## config.mk

```make
export PLATFORM = sky130hd
export DESIGN_NAME = simple_spi_master
export DESIGN_NICKNAME = d
export VERILOG_FILES = /design/src/rtl/simple_spi_master.sv
export SDC_FILE = /design/constraint.sdc
export NUM_CORES = 1
export LEC_CHECK = 0
export CORE_MARGIN = 4
export CORE_UTILIZATION = 25
export DETAILED_ROUTE_END_ITERATION = 8
export GPL_ROUTABILITY_DRIVEN = 0
export PLACE_DENSITY = 0.48
export SLEW_MARGIN = 10
export SYNTH_ARGS = -nofsm -noshare
export SYNTH_HDL_FRONTEND = slang
export SYNTH_SLANG_ARGS = --single-unit
```

## constraint.sdc

```tcl
create_clock -name system_clk -period 1.8 [get_ports system_clk]
set_clock_uncertainty 0.05 [all_clocks]
set_input_delay 0.36 -clock system_clk [delete_from_list [all_inputs] [get_ports system_clk]]
set_output_delay 0.36 -clock system_clk [all_outputs]
set_load 0.01 [all_outputs]
```

## src/rtl/simple_spi_master.sv

```systemverilog
// SPI master: one WIDTH-bit full-duplex frame per start, MSB first, SCK idle at CPOL.
// Define SIMPLE_SPI_MASTER_CS_GUARD_EN to add a chip-select-high guard period after each frame.
module simple_spi_master #(
    parameter int unsigned WIDTH        = 40,
    parameter logic        CPOL         = 1'b1,
    parameter int unsigned CLKDIV       = 4,
    parameter int unsigned GUARD_CYCLES = 8
) (
    input  logic             system_clk,
    input  logic             reset,
    input  logic             start,
    input  logic [WIDTH-1:0] value_mosi,
    output logic [WIDTH-1:0] value_miso,
    output logic             busy,
    output logic             done,
    output logic             pin_ncs,
    output logic             pin_clk,
    output logic             pin_mosi,
    input  logic             pin_miso
);

    localparam int unsigned BW = $clog2(WIDTH + 1);
    localparam int unsigned DW = (CLKDIV > 1) ? $clog2(CLKDIV) : 1;
    localparam logic [DW-1:0] DIV_LAST = DW'(CLKDIV - 1);
    localparam logic [BW-1:0] BIT_LAST = BW'(WIDTH);

`ifdef SIMPLE_SPI_MASTER_CS_GUARD_EN
    localparam int unsigned GW = $clog2(GUARD_CYCLES + 1);
    localparam logic [GW-1:0] G_LAST = GW'(GUARD_CYCLES - 1);

    typedef enum logic [2:0] {
        IDLE, LEAD, SCK_LEAD, SCK_TRAIL, TRAIL, GUARD
    } state_t;
`else
    typedef enum logic [2:0] {
        IDLE, LEAD, SCK_LEAD, SCK_TRAIL, TRAIL
    } state_t;
`endif

    state_t           state_q, state_d;
    logic [DW-1:0]    div_q, div_d;
    logic [BW-1:0]    bit_q, bit_d;
    logic [WIDTH-1:0] tx_q, tx_d;
    logic [WIDTH-1:0] rx_q, rx_d;
    logic [WIDTH-1:0] miso_q, miso_d;
    logic             busy_q, busy_d;
    logic             done_q, done_d;
    logic             ncs_q, ncs_d;
    logic             sck_q, sck_d;
    logic             mosi_q, mosi_d;
    logic             div_last;
`ifdef SIMPLE_SPI_MASTER_CS_GUARD_EN
    logic [GW-1:0]    gcnt_q, gcnt_d;
`endif

    assign div_last = (div_q == DIV_LAST);

    always_comb begin
        state_d = state_q;
        div_d   = div_q;
        bit_d   = bit_q;
        tx_d    = tx_q;
        rx_d    = rx_q;
        miso_d  = miso_q;
        busy_d  = busy_q;
        done_d  = 1'b0;
        ncs_d   = ncs_q;
        sck_d   = sck_q;
        mosi_d  = mosi_q;
`ifdef SIMPLE_SPI_MASTER_CS_GUARD_EN
        gcnt_d  = gcnt_q;
`endif
        unique case (state_q)
            IDLE: begin
                if (start) begin
                    state_d = LEAD;
                    tx_d    = value_mosi;
                    rx_d    = '0;
                    bit_d   = '0;
                    div_d   = '0;
                    busy_d  = 1'b1;
                    ncs_d   = 1'b0;
                    sck_d   = CPOL;
                    mosi_d  = 1'b0;
                end
            end
            LEAD: begin
                if (div_last) begin
                    state_d = SCK_LEAD;
                    div_d   = '0;
                    sck_d   = ~CPOL;
                    mosi_d  = tx_q[WIDTH-1];
                end else begin
                    div_d = div_q + DW'(1);
                end
            end
            SCK_LEAD: begin
                if (div_last) begin
                    state_d = SCK_TRAIL;
                    div_d   = '0;
                    sck_d   = CPOL;
                    rx_d    = {rx_q[WIDTH-2:0], pin_miso};
                    bit_d   = bit_q + BW'(1);
                end else begin
                    div_d = div_q + DW'(1);
                end
            end
            SCK_TRAIL: begin
                if (div_last) begin
                    div_d = '0;
                    if (bit_q == BIT_LAST) begin
                        state_d = TRAIL;
                    end else begin
                        state_d = SCK_LEAD;
                        tx_d    = {tx_q[WIDTH-2:0], 1'b0};
                        sck_d   = ~CPOL;
                        mosi_d  = tx_q[WIDTH-2];
                    end
                end else begin
                    div_d = div_q + DW'(1);
                end
            end
            TRAIL: begin
                if (div_last) begin
                    div_d  = '0;
                    ncs_d  = 1'b1;
                    mosi_d = 1'b0;
`ifdef SIMPLE_SPI_MASTER_CS_GUARD_EN
                    state_d = GUARD;
                    gcnt_d  = '0;
                    if (GUARD_CYCLES == 1) begin
                        done_d = 1'b1;
                        miso_d = rx_q;
                    end
`else
                    state_d = IDLE;
                    busy_d  = 1'b0;
                    done_d  = 1'b1;
                    miso_d  = rx_q;
`endif
                end else begin
                    div_d = div_q + DW'(1);
                end
            end
`ifdef SIMPLE_SPI_MASTER_CS_GUARD_EN
            GUARD: begin
                if (gcnt_q == G_LAST) begin
                    state_d = IDLE;
                    busy_d  = 1'b0;
                    gcnt_d  = '0;
                end else begin
                    gcnt_d = gcnt_q + GW'(1);
                    // done lands in the final guard cycle
                    if (gcnt_d == G_LAST) begin
                        done_d = 1'b1;
                        miso_d = rx_q;
                    end
                end
            end
`endif
            default: begin
                state_d = IDLE;
            end
        endcase
    end

    always_ff @(posedge system_clk) begin
        if (reset) begin
            state_q <= IDLE;
            div_q   <= '0;
            bit_q   <= '0;
            tx_q    <= '0;
            rx_q    <= '0;
            miso_q  <= '0;
            busy_q  <= 1'b0;
            done_q  <= 1'b0;
            ncs_q   <= 1'b1;
            sck_q   <= CPOL;
            mosi_q  <= 1'b0;
`ifdef SIMPLE_SPI_MASTER_CS_GUARD_EN
            gcnt_q  <= '0;
`endif
        end else begin
            state_q <= state_d;
            div_q   <= div_d;
            bit_q   <= bit_d;
            tx_q    <= tx_d;
            rx_q    <= rx_d;
            miso_q  <= miso_d;
            busy_q  <= busy_d;
            done_q  <= done_d;
            ncs_q   <= ncs_d;
            sck_q   <= sck_d;
            mosi_q  <= mosi_d;
`ifdef SIMPLE_SPI_MASTER_CS_GUARD_EN
            gcnt_q  <= gcnt_d;
`endif
        end
    end

    assign value_miso = miso_q;
    assign busy       = busy_q;
    assign done       = done_q;
    assign pin_ncs    = ncs_q;
    assign pin_clk    = sck_q;
    assign pin_mosi   = mosi_q;

endmodule

```

* Word level (Yosys, flattened, before mapping)
Index checks and enable logic that the tools add are counted.
W data, S select, Z words.
** Storage, ports and cells
- Bits of input ports :: 44
- Memories :: 0
- Output and inout bits :: 45
- Word-level logic and storage cells :: 77
- Memory bits (read-only) :: 0
- RAM bits :: 0
- Latch bits :: 0
- Bits in registers :: 136
** Operators by class
- Div/mod/pow operators :: 0
- Shift operators :: 0
- Bitwise logic cells :: 1
- Add/sub/neg operators :: 2
- Order comparisons :: 0
- Multipliers :: 0
- Equality and inequality tests :: 12
- Muxes and demuxes :: 34
- Reduce and logical (&&, ||, !) cells :: 17
** Operator list (number)
- $mux W40 :: 5
- $pmux W40 S2 :: 2
- $mux W3 :: 6
- $pmux W3 S5 :: 1
- $mux W6 :: 2
- $ne A2 B2 Y1 const B :: 6
- $pmux W6 S2 :: 1
- $reduce_and A6 Y1 :: 2
- $mux W1 :: 10
- $pmux W1 S4 :: 2
- $reduce_bool A2 Y1 :: 4
- $reduce_bool A4 Y1 :: 2
- $add A6 B1 Y6 const B :: 1
- $eq A3 B2 Y1 const B :: 2
- $eq A6 B6 Y1 const B :: 1
- $reduce_and A3 Y1 :: 2
- $reduce_and A5 Y1 :: 1
- $mux W2 :: 2
- $pmux W1 S2 :: 2
- $pmux W2 S2 :: 1
- $reduce_and A2 Y1 :: 2
- $reduce_and A4 Y1 :: 1
- $reduce_or A4 Y1 :: 1
- $eq A3 B1 Y1 const B :: 1
- 6 further kinds :: 6

* Depth between registers and ports, before layout
- Depth in word-level cells :: 4
- Gate-level depth with buffers :: 8
- Depth with buffers taken out :: 6

* Worst setup path before layout
Ideal clock, no wire load.
- Kind :: reg2reg
- Start :: register div_q[0]
- End :: register mosi_q (netlist: pin_mosi)
- Arrival time :: 1.737 ns
- Stages on the path, launching flop included :: 8
- Setup time :: 0.116 ns
- Period minus slack after synthesis :: 1.904 ns
- Data required time :: 1.634 ns
- Buffers on the path :: 2
- Slack :: -0.104 ns
- Cells stage by stage :: dfxtp_1 > ha_1 > buf_2 > or4bb_1 > clkbuf_1 > o211ai_1 > a21oi_1 > a31o_2
** On the way
- Word-level cells in the longest chain between the ends :: 3
- Elaborated cells between the ends (all ways) :: 5
- Classes of those cells :: 4 x eq/ne; 1 x reduce/logical
** RTL lines
- from (decl) :: RTL line 41 : logic [DW-1:0] div_q, div_d;
- from (signal assigned) :: RTL line 185 : div_q <= div_d;
- $eq A2 B2 Y1 (*) :: RTL line 56 : assign div_last = (div_q == DIV_LAST);
- via div_last :: RTL line 51 : logic div_last;
- $ne A2 B2 Y1 (no source line)
- $reduce_and A6 Y1 (no source line) (*)
- to (signal assigned) :: RTL line 194 : mosi_q <= mosi_d;
- to (decl) :: RTL line 50 : logic mosi_q, mosi_d;
Mark *: on every way through the listed nets, which the timed path passes. The rest lies on a longest branch.
A chain may end at the register's enable or synchronous reset.

* Worst setup path in the final report
- Start :: register bit_q[0]
- End :: register tx_q[21]
** On the way
- Word-level cells in the longest chain between the ends :: 3
** RTL lines
- from (decl) :: RTL line 42 : logic [BW-1:0] bit_q, bit_d;
- from (signal assigned) :: RTL line 186 : bit_q <= bit_d;
- $eq A6 B6 Y1 :: RTL line 111 : if (bit_q == BIT_LAST) begin
- $ne A2 B2 Y1 (no source line)
- $reduce_and A4 Y1 (no source line)
- to (signal assigned) :: RTL line 187 : tx_q <= tx_d;
- to (decl) :: RTL line 43 : logic [WIDTH-1:0] tx_q, tx_d;
Every way passes these cells.

==> flow_summary.yaml <==
critical_path:
  cp_max_fo: 7
  path_buf_inv: 3
  worst-endpoint-arrival_ps: 2040
  required_ps: 2040
  end_kind: "flop"
  cp_top_family: "compound AO/OA/AOI/OAI gates"
  cp-start-kind: "flop"
  worst-setup-path-type: "flop to flop"
  critPathSlowestCell: "a211o_4"
  worstPathCellList: "inv_2 -> ha_4 -> nor4bb_4 -> buf_4 -> a211o_4 -> buf_12 -> nand4_1 -> o31ai_4"
  cp_slowest_stage_delay_ps: 390
final_layout:
  diodes: 0
  stdcell_count: 983
  syn2layout_area_growth_pct: 39.07
  layout-drive-gt1-share_pct: 20.06
  layout_common_cells: "131 x dfxtp_1, 87 x nand2_1, 81 x clkdlybuf4s50_1, 53 x nor2_1, 45 x a21oi_1"
  stdcell_area_mm2: 0.007780
  final_common_cell: "dfxtp_1"
  final_net_count: 737
  finalCoreUtilization_pct: 35.54
yosys:
  synth-edff-count: 0
  synth_nets: 643
  netlist_instances: 596
  synth-async-reset-ratio_pct: 0
  syn_area_per_cell_um2: 9.386
  synth_area_mm2: 0.005594
  yosysSeqAreaShare_pct: 48.67
  synthSimpleGateAreaFrac_pct: 17.29
  synthMuxAreaShare_pct: 7.560
  synth-compound-area-share_pct: 19.93
  synth_fa_ha_area_share_pct: 0.6710
  synth_ff_type: "dfxtp_1"
  ys_warn_count: 0
  ys_seq_elements: 136
  synth_cell_types: 44
  synth_top_family_by_area: "compound AO/OA/AOI/OAI gates"
  synthXorXnorAreaFrac_pct: 0.6263
clock_network:
  numCtsBuffers: 17
  clkSlewWorstSetupHoldPaths_ps: 60
  clk_path_buf_depth: 2
  root_buffer: "clkbuf_16"
  hold_buffers: 0
  ctsHtreeMaxLevel: 4
  clkLatencyLatePin_ps: 420
  cts_tree: "done"
  cts.sinks: 136
timing:
  rsz0062_at_grt: "true"
  fin_ws_ps: -1.794
  max-slew-margin-rel_pct: 73.41
  setup_viol: 1
  worst_pin_slew_ps: 398.8
  slew_violations: 0
  fmax_ghz: 0.5550
  fin_crit_ps: 1802
  hold_viol: 0
  period_share_pct: 100.1
flow_run:
  max-cap-violations: 0
die:
  rows: 54
  die_y_um: 157.6
  chipWidth_um: 157.6
  num_io_pins: 89
  initial_core_util_pct: 25.55
  dieArea_mm2: 0.02483
  coreArea_mm2: 0.02189
global_routing:
  antenna_found_initial: 0
  grtUsageTotal_pct: 12.72
  grt_overflow_total: 0
  grt_pass1_wl_um: 25220
  grt_max_degree: 69
  grt_pass1_vias: 4868
power:
  clockPowerShare_pct: 47.1
  irDropWorstVdd_v: 0.0006136
  p_int_mw: 5.171
  p_switching_mw: 1.770
  comb_power_share_pct: 7.9
  power_frac_seq_pct: 45.0
  p_leak_nw: 3.053
  swShare_pct: 25.50
  power.density_mw_per_mm2: 892.1
status:
  violations: "negative setup slack"
  status: "complete, but fails checks"
routing:
  wl_um: 15860
  wl_per_cell_um: 16.13
  drcViolationCount: 0
  dr.pass1.iters: 4
  drtIter0Drc: 180
  antenna_left: 0
  vias: 4797
  viasPerCell: 4.880
placement:
  dp_hpwl_um: 9004
  port_buffers: 88
  place_inst: 937
  preCtsSetupSlack_ps: -394.5
  place_area_mm2: 0.006912
hold_path:
  hold_class: "input port to flop"
registers in the layout, indices dropped and copies added, names as in the netlist:
signal / count
rx_q: 40
tx_q: 40
value_miso: 40
bit_q: 6
state_q: 3
div_q: 2
busy: 1
done: 1
pin_clk: 1
pin_mosi: 1
pin_ncs: 1
what timing repair did:
action	in CTS	in global routing
pin swaps	13	23
resized for setup	26	15
endpoints found under the hold margin	0	0
gates cloned	11	1
setup buffers	2	1
endpoints found under the setup margin	40	77
worst reg2reg max path, delay by kind of cell (launching register included):
family          cells  cell delay [ps]
flops               1              330
compound gates      2              500
fa+ha+maj           1              150
simple gates        2              290
buf+inv             3              360
cell usage after synthesis, drive strengths merged, types with 3 or more instances:
cell type / instances / share of area [%]
nand4: 41 / 4.6
inv: 3 / 0.20
clkbuf: 42 / 2.8
nand3: 5 / 0.45
dfxtp: 136 / 49
xor2: 3 / 0.47
nor3: 4 / 0.36
nor2: 53 / 3.6
a22oi: 42 / 5.6
ha: 3 / 0.67
o31ai: 38 / 8.5
nand2: 88 / 5.9
a21oi: 45 / 4.0
a211oi: 4 / 0.54
mux2i: 40 / 7.2
buf: 18 / 2.2
through the flow:
| step | hold slack (ps) | power [mW] | TNS, ps |
|---|---|---|---|
| floorplan | 381.6 | 3.488 | 0 |
| global placement | 397.6 | 3.677 | -20270 |
| detailed placement | 400.6 | 3.688 | -21910 |
| CTS | 309.9 | 7.025 | 0 |
| global route | 338.5 | 7.222 | -127.2 |
| finish | 319.2 | 6.941 | -1.794 |
kinds of logic after synthesis:
kind of cell / count (synthesis)
simple gates: 209
compound gates: 138
flops: 136
buf+inv: 64
mux: 42
xor+xnor: 4
fa+ha+maj: 3
final timing paths:
check	cells after the start	start	end	slack (ps)
setup reg to reg	8	bit_q[0]$_SDFFE_PP0P_	tx_q[21]$_SDFFE_PP0P_	-2
hold reg to reg	2	value_miso[9]$_SDFFE_PP0P_	value_miso[9]$_SDFFE_PP0P_	410
setup / recovery	8	bit_q[0]$_SDFFE_PP0P_	tx_q[21]$_SDFFE_PP0P_	-2
hold / removal	3	reset	pin_ncs$_SDFFE_PP1P_	320
power groups by stage:
stage / Combinational [mW] / Sequential [mW] / Clock, mW
3_3_place_gp: 0.487 / 3.19 / 0
3_5_place_dp: 0.496 / 3.19 / 0
2_1_floorplan: 0.306 / 3.18 / 0
6_report: 0.547 / 3.13 / 3.27
4_1_cts: 0.531 / 3.12 / 3.37
5_1_grt: 0.589 / 3.13 / 3.50
final cells by class:
cell class | count | area, um^2
Tap cell | 280 | 350.3
Inverter | 4 | 15.01
Clock buffer | 19 | 442.9
Multi-Input combinational cell | 404 | 2756
Fill cell | 2293 | 14110
Clock inverter | 13 | 107.6
Sequential cell | 136 | 2731
Timing Repair Buffer | 127 | 1376
layer usage:
metal / share of wire (%) / vias up / global-route usage (%)
met5: 0 / - / 0
met4: 1.1 / 0 / 3.933
met3: 6.1 / 18 / 3.745
met2: 46 / 120 / 20.72
met1: 46 / 2322 / 16.32
li1: - / 2337 / -
Note: power is estimated with default switching activity, not from simulation.
